===== src/rtl/func_period_acc_pkg.sv =====
// rtl/func_period_acc_pkg.sv - period mode encodings, FSM states and class-index helper
package func_period_acc_pkg;

  typedef enum logic [1:0] {
    MODE_REP  = 2'd0,
    MODE_T1   = 2'd1,
    MODE_P4   = 2'd2,
    MODE_RSVD = 2'd3
  } period_mode_e;

  typedef enum logic {
    ST_ACC  = 1'b0,
    ST_HOLD = 1'b1
  } state_e;

  // Lane index ANDed with this mask gives its class; reserved mode behaves as P=2.
  function automatic logic [1:0] class_mask(input logic [1:0] mode);
    case (mode)
      MODE_REP: class_mask = 2'd0;
      MODE_P4:  class_mask = 2'd3;
      default:  class_mask = 2'd1;
    endcase
  endfunction

endpackage


===== src/rtl/llr_class_sum.sv =====
// rtl/llr_class_sum.sv - combinational per-class sum of one beat of LLRs
module llr_class_sum
  import func_period_acc_pkg::*;
#(
  parameter int LLR_W     = 8,
  parameter int BEAT_LLRS = 16,
  parameter int ACC_W     = 15
) (
  input  logic [BEAT_LLRS*LLR_W-1:0] beat,
  input  logic [1:0]                 mode,
  output logic [ACC_W-1:0]           sum0,
  output logic [ACC_W-1:0]           sum1,
  output logic [ACC_W-1:0]           sum2,
  output logic [ACC_W-1:0]           sum3
);

  logic signed [ACC_W-1:0] s [4];
  logic signed [LLR_W-1:0] lane;
  logic signed [ACC_W-1:0] ext;
  logic [1:0]              mask;
  logic [1:0]              cls;

  always_comb begin
    for (int c = 0; c < 4; c++) s[c] = '0;
    lane = '0;
    ext  = '0;
    cls  = '0;
    mask = class_mask(mode);
    for (int i = 0; i < BEAT_LLRS; i++) begin
      lane  = beat[(BEAT_LLRS-i)*LLR_W-1 -: LLR_W];
      ext   = {{(ACC_W-LLR_W){lane[LLR_W-1]}}, lane};
      cls   = 2'(i) & mask;
      s[cls] = s[cls] + ext;
    end
  end

  assign sum0 = s[0];
  assign sum1 = s[1];
  assign sum2 = s[2];
  assign sum3 = s[3];

endmodule


===== src/rtl/func_period_acc.sv =====
// rtl/func_period_acc.sv - streaming periodic-node hard-decision unit with valid/ready output
module func_period_acc
  import func_period_acc_pkg::*;
#(
  parameter int LLR_W     = 8,
  parameter int BEAT_LLRS = 16,
  parameter int MAX_BEATS = 8
) (
  input  logic                           clk,
  input  logic                           rst,
  input  logic [1:0]                     cfg_mode,
  input  logic                           in_valid,
  output logic                           in_ready,
  input  logic [BEAT_LLRS*LLR_W-1:0]     in_llr,
  input  logic                           in_last,
  output logic                           out_valid,
  input  logic                           out_ready,
  output logic [BEAT_LLRS-1:0]           out_bits,
  output logic [$clog2(MAX_BEATS+1)-1:0] out_beats,
  output logic                           out_err
);

  localparam int ACC_W = LLR_W + $clog2(BEAT_LLRS * MAX_BEATS);
  localparam int CNT_W = $clog2(MAX_BEATS + 1);

  state_e                  state_q, state_d;
  logic signed [ACC_W-1:0] acc_q [4];
  logic signed [ACC_W-1:0] acc_d [4];
  logic [ACC_W-1:0]        sum [4];
  logic [CNT_W-1:0]        cnt_q;
  logic [1:0]              mode_q;
  logic [1:0]              mode_eff;
  logic [1:0]              mask;
  logic                    first;
  logic                    accept;
  logic                    last_beat;
  logic [BEAT_LLRS-1:0]    dec_bits;
  logic [BEAT_LLRS-1:0]    out_bits_q;
  logic [CNT_W-1:0]        out_beats_q;
  logic                    out_err_q;

  llr_class_sum #(
    .LLR_W     (LLR_W),
    .BEAT_LLRS (BEAT_LLRS),
    .ACC_W     (ACC_W)
  ) u_class_sum (
    .beat (in_llr),
    .mode (mode_eff),
    .sum0 (sum[0]),
    .sum1 (sum[1]),
    .sum2 (sum[2]),
    .sum3 (sum[3])
  );

  // The first beat of a node uses the live cfg_mode; later beats use the latched copy.
  always_comb begin
    first     = (cnt_q == '0);
    mode_eff  = first ? cfg_mode : mode_q;
    mask      = class_mask(mode_eff);
    accept    = in_valid && in_ready;
    last_beat = accept && (in_last || (cnt_q == CNT_W'(MAX_BEATS - 1)));
    for (int c = 0; c < 4; c++)
      acc_d[c] = first ? signed'(sum[c]) : acc_q[c] + signed'(sum[c]);
    dec_bits = '0;
    for (int i = 0; i < BEAT_LLRS; i++)
      dec_bits[BEAT_LLRS-1-i] = acc_d[2'(i) & mask][ACC_W-1];
  end

  always_ff @(posedge clk or posedge rst) begin
    if (rst) state_q <= ST_ACC;
    else     state_q <= state_d;
  end

  always_comb begin
    state_d = state_q;
    case (state_q)
      ST_ACC:  if (last_beat) state_d = ST_HOLD;
      ST_HOLD: if (out_ready) state_d = ST_ACC;
      default: state_d = ST_ACC;
    endcase
  end

  always_comb begin
    in_ready  = (state_q == ST_ACC);
    out_valid = (state_q == ST_HOLD);
  end

  always_ff @(posedge clk or posedge rst) begin
    if (rst) begin
      for (int c = 0; c < 4; c++) acc_q[c] <= '0;
      cnt_q       <= '0;
      mode_q      <= MODE_REP;
      out_bits_q  <= '0;
      out_beats_q <= '0;
      out_err_q   <= 1'b0;
    end else if (state_q == ST_ACC) begin
      if (accept) begin
        for (int c = 0; c < 4; c++) acc_q[c] <= acc_d[c];
        cnt_q <= cnt_q + CNT_W'(1);
        if (first) mode_q <= cfg_mode;
        if (last_beat) begin
          out_bits_q  <= dec_bits;
          out_beats_q <= cnt_q + CNT_W'(1);
          out_err_q   <= !in_last;
        end
      end
    end else if (out_ready) begin
      for (int c = 0; c < 4; c++) acc_q[c] <= '0;
      cnt_q <= '0;
    end
  end

  assign out_bits  = out_bits_q;
  assign out_beats = out_beats_q;
  assign out_err   = out_err_q;

endmodule


===== config.mk =====
export PLATFORM = sky130hd
export DESIGN_NAME = func_period_acc
export DESIGN_NICKNAME = d
export VERILOG_FILES = /design/src/rtl/func_period_acc_pkg.sv /design/src/rtl/llr_class_sum.sv /design/src/rtl/func_period_acc.sv
export SDC_FILE = /design/constraint.sdc
export NUM_CORES = 1
export LEC_CHECK = 0
export CAP_MARGIN = 5
export CORE_MARGIN = 2
export CORE_UTILIZATION = 35
export DETAILED_ROUTE_END_ITERATION = 10
export SETUP_SLACK_MARGIN = 0.5
export SLEW_MARGIN = 20
export SYNTH_ARGS = -nofsm -noshare
export SYNTH_HDL_FRONTEND = slang
export SYNTH_SLANG_ARGS = --single-unit

===== constraint.sdc =====
create_clock -name clk -period 32 [get_ports clk]
set_clock_uncertainty 0.2 [all_clocks]
set_input_delay 3.2 -clock clk [delete_from_list [all_inputs] [get_ports clk]]
set_output_delay 3.2 -clock clk [all_outputs]
set_load 0.005 [all_outputs]

## Word-level counts from Yosys, hierarchy flattened

Cells that the tools add are included.

| word-level totals | value |
|---|---|
| register bits after elaboration | 88 |
| input port bits | 135 |
| output and inout bits | 23 |

| cells by class | value |
|---|---|
| bitwise logic cells | 4 |
| order comparisons | 6 |
| mux-type cells | 78 |
| $add $sub $neg | 20 |
| reduce and logical (&&, ||, !) cells | 13 |
| equal/unequal tests | 3 |

Operators with widths:

| cell | count |
|---|---|
| 60-bit bitwise mux | 12 |
| 15-bit 2-to-1 mux | 37 |
| 15-bit binary-select mux with 2-bit select | 15 |
| 15-bit by 8-bit adder with 15-bit output | 15 |
| 60-bit 2-to-1 mux | 3 |
| 15-bit demux with 2-bit select | 3 |
| 15-bit adder | 4 |
| 4-bit 2-to-1 mux | 3 |
| 3-bit greater-or-equal comparator (second input constant) | 3 |
| 3-bit by 1-bit < comparator with 1-bit output (second input constant) | 3 |
| 2-bit inverter with 3-bit output | 2 |
| 1-bit logical AND | 5 |
| 4-bit by 1-bit adder with 4-bit output (second input constant) | 1 |
| 4-bit by 3-bit equality test with 1-bit output (second input constant) | 1 |
| 4-bit zero test | 1 |
| 2-bit one-hot mux with 2 select lines | 1 |
| 2-bit AND reduction | 2 |
| 1-bit inverter with 3-bit output | 1 |
| 3-bit AND reduction | 1 |
| 2-bit equality test (second input constant) | 1 |
| 2-bit zero test | 1 |
| 1-bit 2-to-1 mux | 2 |
| 2-bit 2-to-1 mux | 1 |
| 2-bit != test (second input constant) | 1 |
| 5 further kinds | 5 |

## Depth between registers and ports, before layout

Gate-level depths: netlist of the first run.

| depth | value |
|---|---|
| depth after elaboration | 73 |
| depth in mapped cells | 113 |
| mapped depth without buffers | 108 |

## Hierarchy

A second synthesis of the first run with hierarchy kept.

| second synthesis, totals | value |
|---|---|
| cell total of the unflattened synthesis | 2,648 |
| area, all modules | 18,432.7 um^2 |

By module, submodules not included:

| module | cells an instance | area each (um^2) | instances |
|---|---|---|---|
| llr_class_sum | 1,968 | 12,670.9 | 1 |
| func_period_acc | 680 | 5,761.8 | 1 |

## Worst setup path before layout of the first run

No wires, ideal clock.

| timing path | value |
|---|---|
| kind | in2reg |
| start | in cfg_mode[0] |
| end | reg out_bits_q[13] (netlist: out_bits[13]) |
| stages on the path | 103 |
| setup slack | 10,472 ps |
| library setup time | 125 ps |
| path buffers | 4 |
| arrival | 21,203 ps |
| cells stage by stage | mux2i_1 clkbuf_1 clkbuf_1 clkbuf_1 buf_1 and3_1 ha_1 fa_1 a22o_1 fa_1 a22o_1 inv_1 fa_1 nor2_1 a21oi_1 o21ai_0 inv_1 fa_1 (+67 left out) nand2_1 and3_1 a21oi_1 ha_1 inv_1 a21oi_1 nand2b_1 nor2_1 a21oi_1 o21ai_0 ha_1 a21o_1 a21oi_1 xor2_1 nor2_1 xnor2_2 o221ai_1 mux2_2 |

| on the way | value |
|---|---|
| longest elaborated chain between the ends | 72 |
| elaborated cells on any way between the ends | 96 |
| those cells by class | add/sub: 19; order compare: 6; eq/ne: 1; mux: 63; bitwise: 3; reduce/logical: 4 |

Ends and longest elaborated chain:

| item | RTL line | RTL |
|---|---|---|
| start, declared | func_period_acc.sv:11 | `input logic [1:0] cfg_mode,` |
| 2-bit 2-to-1 mux (*) | - |  |
| 2-bit equality test or 2-bit zero test (tied branches) | func_period_acc_pkg.sv:18 | `case (mode)` |
| 2-bit one-hot mux with 2 select lines (*) | func_period_acc_pkg.sv:18 |  |
| 1-bit inverter with 3-bit output (implied by the code) | llr_class_sum.sv:33 | `s[cls] = s[cls] + ext;` |
| 15-bit binary-select mux with 2-bit select (tied with other cells) | llr_class_sum.sv:33 |  |
| 15-bit 2-to-1 mux (implied by the code) or 1-bit logical AND (tied branches) | llr_class_sum.sv:33 |  |
| 15-bit 2-to-1 mux (implied by the code) | llr_class_sum.sv:33 |  |
| 15-bit by 8-bit adder with 15-bit output or 15-bit demux with 2-bit select (tied branches) | llr_class_sum.sv:33 |  |
| (+54 left out) | - |  |
| 15-bit binary-select mux with 2-bit select | llr_class_sum.sv:33 |  |
| 15-bit 2-to-1 mux (implied by the code) (2 in series) | llr_class_sum.sv:33 |  |
| 15-bit by 8-bit adder with 15-bit output | llr_class_sum.sv:33 |  |
| 60-bit bitwise mux | llr_class_sum.sv:33 |  |
| 15-bit adder | func_period_acc.sv:63 | `acc_d[c] = first ? signed'(sum[c]) : acc_q[c] + signed'(sum[c]);` |
| 15-bit 2-to-1 mux | func_period_acc.sv:63 |  |
| 15-bit binary-select mux with 2-bit select (*) | func_period_acc.sv:66 | `dec_bits[BEAT_LLRS-1-i] = acc_d[2'(i) & mask][ACC_W-1];` |
| 15-bit 2-to-1 mux (implied by the code) (*) (2 in series) | func_period_acc.sv:66 |  |
| end signal, assigned | func_period_acc.sv:102 | `out_bits_q <= dec_bits;` |
| end, declared | func_period_acc.sv:38 | `logic [BEAT_LLRS-1:0] out_bits_q;` |

Every way passes the cells marked *; elsewhere a longest branch is shown, timed or not. The select of a mux whose other input is x is not followed.
A chain may end at the register's enable or synchronous reset.

## Worst setup path in the final report of the first run

| timing path | value |
|---|---|
| start | in cfg_mode[1] |
| end | reg out_bits_q[13] (netlist: out_bits[13]) |

Same word-level chain as after synthesis.

==> results of run 1 <==
per-layer routing:
metal / share of wire / wire length, microns / vias up / GRT usage
met5: 0.00065 / 39 / - / 0
met4: 0.019 / 1160 / 6 / 0.0602
met3: 0.048 / 2860 / 71 / 0.0167
met2: 0.50 / 29700 / 497 / 0.385
met1: 0.44 / 26200 / 9224 / 0.266
li1: - / - / 9734 / -
layout make-up:
type	count	area, sq um
clock inverters	7	100
multi-input cells	2356	15600
clock buffers	9	225
inverters	189	711
fillers	5474	31500
flip-flops and latches	76	1900
repair buffers	176	1740
well taps	688	861
per-stage QoR:
step	hold slack [ns]	utilization	worst slack [ns]	area, sq um	instances
3_5_place_dp	0.276	0.395	7.88	20800	3485
6_report	0.285	0.401	7.97	21100	3501
2_1_floorplan	0.256	-	10.47	18600	2753
4_1_cts	0.290	0.401	8.19	21100	3501
5_1_grt	0.317	0.401	6.13	21100	3501
3_3_place_gp	0.268	0.395	8.02	20800	3485
registers in the layout, indices dropped and copies added, names as in the netlist:
name	count
out_beats	4
out_valid	1
out_err	1
acc_q	60
cnt_q	4
out_bits	4
mode_q	2
worst register-to-register path, delay by kind of cell (launching register included):
kind | cells | cell delay [ns]
multiplexers | 2 | 0.82
flip-flops | 1 | 0.43
buffers and inverters | 4 | 0.91
XOR/XNOR | 12 | 3.22
AO/OA/AOI/OAI | 42 | 7.07
adder cells (fa/ha/maj) | 17 | 5.78
AND/OR/NAND/NOR | 23 | 3.34
worst paths after layout:
kind,from,to,slack (ns),cells past startpoint
worst min-delay path,out_beats[3]$_DFFE_PP0P_,out_beats[3]$_DFFE_PP0P_,0.29,2
worst max register to register,cnt_q[0]$_DFFE_PP0P_,out_bits[13]$_DFFE_PP0P_,10.16,100
worst min register to register,out_beats[3]$_DFFE_PP0P_,out_beats[3]$_DFFE_PP0P_,0.29,2
worst max-delay path,cfg_mode[1],out_bits[13]$_DFFE_PP0P_,7.97,97
max in group asynchronous,rst,acc_q[35]$_DFFE_PP0P_,27.54,3
min in group asynchronous,rst,acc_q[44]$_DFFE_PP0P_,2.95,2
placed cells by master, fill, tap and decap left out, drive strengths merged, types with 9 or more instances in the layout:
cell type and n:
ha 274, nand2b 28, nor2 266, nand3 23, inv 189, o22ai 18
a31oi 43, fa 19, or3 12, clkdlybuf4s50 157, o211ai 11, nand2 356
a21o 69, o21a 14, and2 17, nor3 43, xnor2 169, a21boi 22
nor2b 33, dfrtp 76, a211oi 40, xor2 59, buf 19, and3 44
o21ai 304, o21bai 43, mux2i 20, nand3b 9, a21oi 332, a22o 9
clkbuf 9
cells by family (layout without fill, tap and decap cells):
family | count (synthesis) | in the layout
AOI/OAI and AO/OA | 944 | 944
xor gates and xnor gates | 229 | 229
adders and majority gates | 293 | 293
buffers and inverters | 321 | 381
DFF | 76 | 76
muxes | 27 | 27
and+or+nand+nor | 863 | 863
==> results.md, run 1 <==
* Outcome: finished, final reports clean
* Cts hold-fix bufs at 0
* Mapped Nets at about 3200
* CP max stage delay at a little over 0.5 ns
* Synth cell types at 74
* Max Buffers Root-to-Sink at 2
* H-tree depth at 3
* Drt initial violations at about 1200
* Setup crit end kind: flip-flop
* Antenna viol nets, final at 0
* WP buf/inv at 3
* Core Footprint at 52700 sq um
* Area Growth Syn to Fin at 13.2%
* DRT Wirelength at between 50 and 60 mm
* Via count at 19500
* Antenna diodes at 0
* CP Class: in2reg
* Final Setup Violations at 0
* CP Max Fanout at 39
* Via/cell ratio at 5.58
* Top cell type's share of synthesized area at 0.184
* Max Fclk at approximately 42 MHz
* Num Clock Sinks at between 70 and 80
* Post-route clock period utilization at 0.751
* Max_slew headroom at 0.294
* # rows at between 80 and 90
* Global-route wire length before repair at roughly 97 mm
* Nets at 3236
* Top-count cell post-synth: nand2_1
* Register area share after synthesis at 0.102
* Slew at the pin closest to its max-slew limit at about 1.1 ns
* IO Pins at 158
* Synth area leader: ha_1
* Routed length per instance at 17.1 microns
* Cell Area, Synth at about 19000 sq um
* Max-Cap Viols at 0
* Most frequent cells after synthesis: nand2_1 (356), a21oi_1 (332), o21ai_0 (300), ha_1 (274), nor2_1 (266)
* Crit-path leading delay family: compound AO/OA/AOI/OAI gates
* Die ar. at ~55000 sq um
* Clk_lat worst skew at between 0.3 and 0.4 ns
* Critical Path Source Type: input pin
* DR pass1 iterations at 5
* Synth warn at 0
* Global Route Usage Sum at 0.212
* Cells after Synth at about 2800
* Mean post-synth cell area at approximately 6.8 sq um
* Critical path data arrival time at between 20 and 25 ns
* Post-Route Setup TNS at 0 ns
* Seq cells post-synth at 76
* Async S/R FF share, synth at 1.00
* RSZ-0062 raised after global routing: no
* Post-CTS sizing at 0
* Initial antenna violation count at 3
* Die span in y at 235 microns
* Largest net degree at the start of global routing at 118
* Most frequent CP cell: a21oi_1
* CTS root buffer: clkbuf_16
* Largest family of logic cells by synthesized area: compound AO/OA/AOI/OAI gates
* Required time worst endpoint at 32.04 ns
* Post-DP HPWL at roughly 46 mm
* GPL Wtd Cong at a little under 0.9
* Hold Path Class: reg2reg
* Total CTS buffers at 9
* Die width at 235 microns
* Buffers on Ports at around 160
* TritonCTS clock tree: built
* Dominant cells by area after synthesis: ha_1 (18%), dfrtp_1 (10%), a21oi_1 (8.9%)
* CTS clk-pin slew, worst paths at ~0.070 ns
* Final Critical Period at 24.03 ns
* Total grt overflow at 0
* Starting Density at 0.354
* Synth Area in XOR/XNOR at 0.110
* Synth Area in Compound Gates at 0.296
* Layout cell share with drive strength beyond 1 at 0.0267
* Synth Area in Simple Gates at 0.205
* Ys flop type: dfrtp_1
* Vias in the first global route at between 15000 and 20000
* Pins Over Slew Limit at 0
* Post-synth EDFFs at 0
* Hold Fails Final Rpt at 0
* Adder-cell share of the synthesized area at 0.204
* Post-synthesis mux area share at 0.0154
* DR DRC count at 0
* Slowest cell on the critical path: buf_4
* Post-CTS Repair Setup Buffers at 0
Power of run 1 is left out: the tool's default activity adds up to more than one toggle a clock period on the data nets, which glitch-free logic cannot reach.
==> run 2: changes to the inputs <==
clock period = 22.7 ns   (was 32 ns; I/O delays follow)
==> run 2 against run 1 <==
Hold slack worse by 0.0029 ns. Utilization increased by 2.9 points. Via count rose by 1.5%. Design area up 7.3%. Sequential share of layout area down 0.61 points. Clock-buffer cell count rose by 1. Die area did not move. Register-to-register slack got worse by 7.5 ns. Setup slack lost 6.5 ns. Cell count is 1.9% higher. Critical path type unchanged. Critical endpoint unchanged. Largest cell class unchanged. Highest routed layer unchanged.
==> results.md, run 2 (same netlist as run 1, synthesis figures left out) <==
* Leading cell type in the layout, fill and taps excluded: nand2_1 (unchanged)
* WP buf/inv at 7 (was 3)
* Die width at 235 microns (unchanged)
* Max Buffers Root-to-Sink at 2 (unchanged)
* Via/cell ratio at 5.56 (was 5.58)
* FILL cells at 5296 (was 5474)
* Dpl ws at -0.754 ns (was 7.88 ns)
* CP Max Fanout at 5 (was 39)
* DR DRC count at 0 (unchanged)
* R2R depth at 98 (was 100)
* Die span in y at 235 microns (unchanged)
* Max-Cap Viols at 0 (unchanged)
* Global Route Usage Sum at 0.214 (was 0.212)
* Slew at the pin closest to its max-slew limit at 1.10 ns (was 1.06 ns)
* CTS clk-pin slew, worst paths at 0.06 ns (was 0.07 ns)
* CTS root buffer: clkbuf_16 (unchanged)
* Max Fclk at 47.1 MHz
* Crit-path leading delay family: compound AO/OA/AOI/OAI gates (unchanged)
* Die ar. at 55100 sq um (unchanged)
* CP Class: in2reg (unchanged)
* DR pass1 iterations at 5 (unchanged)
* TritonCTS clock tree: built (unchanged)
* DRT Wirelength at 61.6 mm (was 60.0 mm)
* Worst path depth at 100 (was 97)
* Setup crit end kind: flip-flop (unchanged)
* Critical path data arrival time at 21.29 ns (was 24.07 ns)
* Antenna diodes at 0 (unchanged)
* Clk_lat worst skew at 0.35 ns (about the same)
* Required time worst endpoint at 22.74 ns (was 32.04 ns)
* Antenna viol nets, final at 0 (unchanged)
* Hold Fails Final Rpt at 0 (unchanged)
* Area Growth Syn to Fin at 21.5% (was 13.2%)
* Initial antenna violation count at 3 (unchanged)
* Max reg flops at 60 (unchanged)
* Critical Path End: out_bits[13]$_DFFE_PP0P_ (unchanged)
* Slowest cell on the critical path: clkdlybuf4s50_1 (was buf_4)
* Num Clock Sinks at 76 (unchanged)
* Total CTS buffers at 9 (unchanged)
* IO Pins at 158 (unchanged)
* H-tree depth at 3 (unchanged)
* Max_slew headroom at 0.265 (was 0.294)
* Drt initial violations at 1243 (was 1194)
* RSZ-0062 raised after global routing: no (unchanged)
* Final WS setup at 1.45 ns (was 7.97 ns)
* R2R Setup Slk at 2.68 ns (was 10.16 ns)
* FF-to-FF End: out_bits[13]$_DFFE_PP0P_ (unchanged)
* Post-route clock period utilization at 0.936
* Outcome: finished, final reports clean (unchanged)
* Post-DP HPWL at 46.9 mm (was 46.4 mm)
* Final Setup Violations at 0 (unchanged)
* Largest net degree at the start of global routing at 102 (was 118)
* # rows at 84 (unchanged)
* Global-route wire length before repair at 97.9 mm (was 97.1 mm)
* Worst Setup SP: cfg_mode[1] (unchanged)
* Nets at 3305 (was 3236)
* Hold Slack at 0.282 ns (was 0.285 ns)
* Commonest non-fill, non-tap cells in the layout: nand2_1 (354), a21oi_1 (301), o21ai_0 (272) (was nand2_1 (354), a21oi_1 (331), o21ai_0 (300))
* CP max stage delay at 0.52 ns (was 0.51 ns)
* Top reg by flops: acc_q (unchanged)
* Core Footprint at 52700 sq um (unchanged)
* Pins Over Slew Limit at 0 (unchanged)
* Layout cell share with drive strength beyond 1 at 0.101 (was 0.0267)
* GPL Wtd Cong at 0.856 (was 0.866)
* Hold Path Class: reg2reg (unchanged)
* Buffers on Ports at 157 (unchanged)
* Final Critical Period at between 20 and 25 ns
* Routed length per instance at 17.3 microns (was 17.1 microns)
* Total grt overflow at 0 (unchanged)
* Worst r2r src: cnt_q[0]$_DFFE_PP0P_ (unchanged)
* Critical Path Source Type: input pin (unchanged)
* Vias in the first global route at 19400 (was 19600)
* Starting Density at 0.354 (unchanged)
* Via count at 19800 (was 19500)
-- run 2: repair_timing --
action                                  4_1_cts  5_1_grt
gates resized for setup                      13      189
pin swaps                                     1       69
buffers inserted                              3       49
hold buffers                                  0        0
endpoints found under the setup margin       10       23
-- run 2: layout make-up --
type	instances	area (sq um)	share of cell area
Multi-Input combinational cell	2356	16500	0.730
Timing Repair Buffer	245	2290	0.101
Sequential cell	76	1900	0.0840
Tap cell	688	861	0.0380
Inverter	189	711	0.0314
Clock buffer	10	229	0.0101
Clock inverter	5	125	0.00552
-- run 2: through the flow --
stage	cells	setup TNS [ns]	util	instance area [sq um]
after global placement	3502	-2.89	0.397	20900
final	3569	0	0.430	22600
after CTS	3520	0	0.406	21400
after global routing	3569	0	0.430	22600
after floorplan	2753	0	-	18600
after detailed placement	3502	-3.84	0.397	20900
-- run 2: worst min-delay path, delay by kind of cell, from the launching register on --
family           cells  cell delay, ns
AND/OR/NAND/NOR      1            0.05
AO/OA/AOI/OAI        1            0.06
flip-flops           1            0.34
-- run 2: how the worst min path moves through the flow --
stage                                         from                       end  slack (ns)  cells after the start
final                     out_beats[0]$_DFFE_PP0P_  out_beats[0]$_DFFE_PP0P_        0.28                      2
after global routing         acc_q[15]$_DFFE_PP0P_     acc_q[15]$_DFFE_PP0P_        0.32                      2
after CTS                    acc_q[38]$_DFFE_PP0P_     acc_q[38]$_DFFE_PP0P_        0.29                      2
after detailed placement     acc_q[18]$_DFFE_PP0P_     acc_q[18]$_DFFE_PP0P_        0.28                      2
after global placement       acc_q[20]$_DFFE_PP0P_     acc_q[20]$_DFFE_PP0P_        0.27                      2
after floorplan               acc_q[0]$_DFFE_PP0P_      acc_q[0]$_DFFE_PP0P_        0.26                      2
-- run 2: layer usage --
layer | up-vias | part of all wire | global-route usage
met5 | - | 0.00063 | 0
met4 | 6 | 0.023 | 0.0635
met3 | 81 | 0.048 | 0.0194
met2 | 496 | 0.50 | 0.387
met1 | 9405 | 0.43 | 0.268
li1 | 9846 | - | -
Power of run 2 is left out for the same reason.
==> run 3: changes to the inputs <==
clock period = 17.9 ns   (was 22.7 ns; I/O delays follow)
==> run 3 against run 2 <==
The run now ends with setup timing left. Critical path depth increased by 3. Clock-buffer cell count increased by 2. Global-route usage increased by 2.6 points. Via count increased by 15%. Utilization increased by 12 points. Register-to-register slack got worse by 4.0 ns. Cell count increased by 20%. Flip-flop and latch count unchanged. Non-clock buffer count increased by 715. Design area increased by 29%. First-iteration DRC count increased by 6.0%. Wire length increased by 14%. Critical path type unchanged. Largest cell class unchanged.
==> results.md, run 3 (same netlist as run 1, synthesis figures left out) <==
* Max-Cap Viols at 0 (unchanged)
* Worst r2r src: cnt_q[1]$_DFFE_PP0P_ (was cnt_q[0]$_DFFE_PP0P_)
* CP Class: in2reg (unchanged)
* Pins Over Slew Limit at 0 (unchanged)
* Routed length per instance at 16.4 microns (was 17.3 microns)
* Critical Path End: out_bits[13]$_DFFE_PP0P_ (unchanged)
* Num Clock Sinks at 76 (unchanged)
* Slowest cell on the critical path: clkdlybuf4s50_1 (unchanged)
* CP Max Fanout at 3 (was 5)
* Slew at the pin closest to its max-slew limit at 1.15 ns (was 1.10 ns)
* Critical path data arrival time at 19.67 ns (was 21.29 ns)
* Final Setup Violations at 26 (was 0)
* # rows at 84 (unchanged)
* Largest net degree at the start of global routing at 103 (was 102)
* DR DRC count at 0 (unchanged)
* Die width at 235 microns (unchanged)
* DR pass1 iterations at 5 (unchanged)
* Initial antenna violation count at 3 (unchanged)
* Buffers on Ports at 157 (unchanged)
* Core Footprint at 52700 sq um (unchanged)
* Area Growth Syn to Fin at 56.4% (was 21.5%)
* Most frequent CP cell: ha_1
* Die ar. at 55100 sq um (unchanged)
* Max reg flops at 60 (unchanged)
* Final Critical Period at about 20 ns
* TritonCTS clock tree: built (unchanged)
* Final WS setup at -1.73 ns (was 1.45 ns)
* IO Pins at 158 (unchanged)
* Post-route clock period utilization at 1.10
* Hold Fails Final Rpt at 0 (unchanged)
* FILL cells at 4762 (was 5296)
* Via count at 22800 (was 19800)
* Nets at 4020 (was 3305)
* Outcome: finished with violations (was finished, final reports clean)
* RSZ-0062 raised after global routing: yes (was no)
* CTS clk-pin slew, worst paths at 0.06 ns (about the same)
* Max Buffers Root-to-Sink at 2 (unchanged)
* Starting Density at 0.354 (unchanged)
* Failing checks: setup timing
* Total grt overflow at 0 (unchanged)
* Total CTS buffers at 9 (unchanged)
* Drt initial violations at 1317 (was 1243)
* CTS root buffer: clkbuf_16 (unchanged)
* GPL Wtd Cong at 0.921 (was 0.856)
* Critical Path Source Type: input pin (unchanged)
* Final Non-Filler Cells at 4285 (was 3569)
* Worst Setup SP: in_llr[112] (was cfg_mode[1])
* Setup crit end kind: flip-flop (unchanged)
* DRT Wirelength at 70.1 mm (was 61.6 mm)
* Cells after DPL at 4079 (was 3502)
* Leading cell type in the layout, fill and taps excluded: buf_4 (was nand2_1)
* CP max stage delay at 0.49 ns (was 0.52 ns)
* Global Route Usage Sum at 0.240 (was 0.214)
* Commonest non-fill, non-tap cells in the layout: buf_4 (779), nand2_1 (348), ha_1 (254) (was nand2_1 (354), a21oi_1 (301), o21ai_0 (272))
* Post-Route Setup TNS at -23.59 ns (was 0 ns)
* Hold Path Class: reg2reg (unchanged)
* Top reg by flops: acc_q (unchanged)
* Cts hold-fix bufs at 0 (unchanged)
* Antenna diodes at 0 (unchanged)
* Clk_lat worst skew at 0.35 ns (about the same)
* Required time worst endpoint at 17.94 ns (was 22.74 ns)
* Vias in the first global route at 23300 (was 19400)
* Layout cell share with drive strength beyond 1 at 0.335 (was 0.101)
* FF-to-FF End: out_bits[13]$_DFFE_PP0P_ (unchanged)
* H-tree depth at 3 (unchanged)
* Antenna viol nets, final at 0 (unchanged)
* Die span in y at 235 microns (unchanged)
* R2R depth at 109 (was 98)
* Max_slew headroom at 0.234 (was 0.265)
* R2R Setup Slk at -1.28 ns (was 2.68 ns)
* Via/cell ratio at 5.33 (was 5.56)
* Max Fclk at around 50 MHz
* Global-route wire length before repair at 110 mm (was 97.9 mm)
* Post-DP HPWL at 52.0 mm (was 46.9 mm)
[run 3: critical path: cells and delay by family]
family | cells | cell delay, ns
mux | 1 | 0.30
compound gates | 43 | 5.81
fa+ha+maj | 17 | 5.28
xor+xnor | 13 | 2.37
simple gates | 21 | 2.64
buf+inv | 8 | 1.44
[run 3: layer usage]
| metal | wire [microns] | up-vias | GRT usage | part of all wire |
|---|---|---|---|---|
| met5 | 38 | - | 0 | 0.00054 |
| met4 | 2000 | 6 | 0.0853 | 0.029 |
| met3 | 2540 | 161 | 0.0184 | 0.036 |
| met2 | 36400 | 544 | 0.461 | 0.52 |
| met1 | 29100 | 10800 | 0.275 | 0.42 |
| li1 | - | 11300 | - | - |
[run 3: final cells by class]
type / instances / area (sq um) / area share
Tap cell: 688 / 861 / 0.0295
Timing Repair Buffer: 960 / 7730 / 0.265
Sequential cell: 76 / 1900 / 0.0652
Inverter: 189 / 711 / 0.0244
Clock buffer: 12 / 256 / 0.00880
Multi-Input combinational cell: 2356 / 17600 / 0.604
Clock inverter: 4 / 95.1 / 0.00326
[run 3: how the worst min path moves through the flow]
stage / startpoint / end / slack [ns] / depth (start not counted)
4_1_cts: acc_q[40]$_DFFE_PP0P_ / acc_q[40]$_DFFE_PP0P_ / 0.29 / 2
2_1_floorplan: acc_q[57]$_DFFE_PP0P_ / acc_q[57]$_DFFE_PP0P_ / 0.25 / 2
5_1_grt: acc_q[37]$_DFFE_PP0P_ / acc_q[37]$_DFFE_PP0P_ / 0.31 / 2
3_3_place_gp: acc_q[30]$_DFFE_PP0P_ / acc_q[30]$_DFFE_PP0P_ / 0.27 / 2
6_report: out_beats[3]$_DFFE_PP0P_ / out_beats[3]$_DFFE_PP0P_ / 0.29 / 2
3_5_place_dp: acc_q[33]$_DFFE_PP0P_ / acc_q[33]$_DFFE_PP0P_ / 0.28 / 2
[run 3: repair_timing]
item	CTS	global route
pin swaps	202	162
setup buffers	131	59
setup endpoints to repair	46	52
cloned	0	0
gates resized for setup	243	224
[run 3: metrics by stage]
step,utilization,cell area (sq um),worst slack [ns],hold slack (ns)
after floorplan,-,19000,-0.998,0.254
after global placement,0.486,25600,-2.33,0.268
after detailed placement,0.486,25600,-2.82,0.281
after CTS,0.526,27700,-1.04,0.295
after global routing,0.554,29200,-2.83,0.315
final,0.554,29200,-1.73,0.288
Power of run 3 is left out for the same reason.
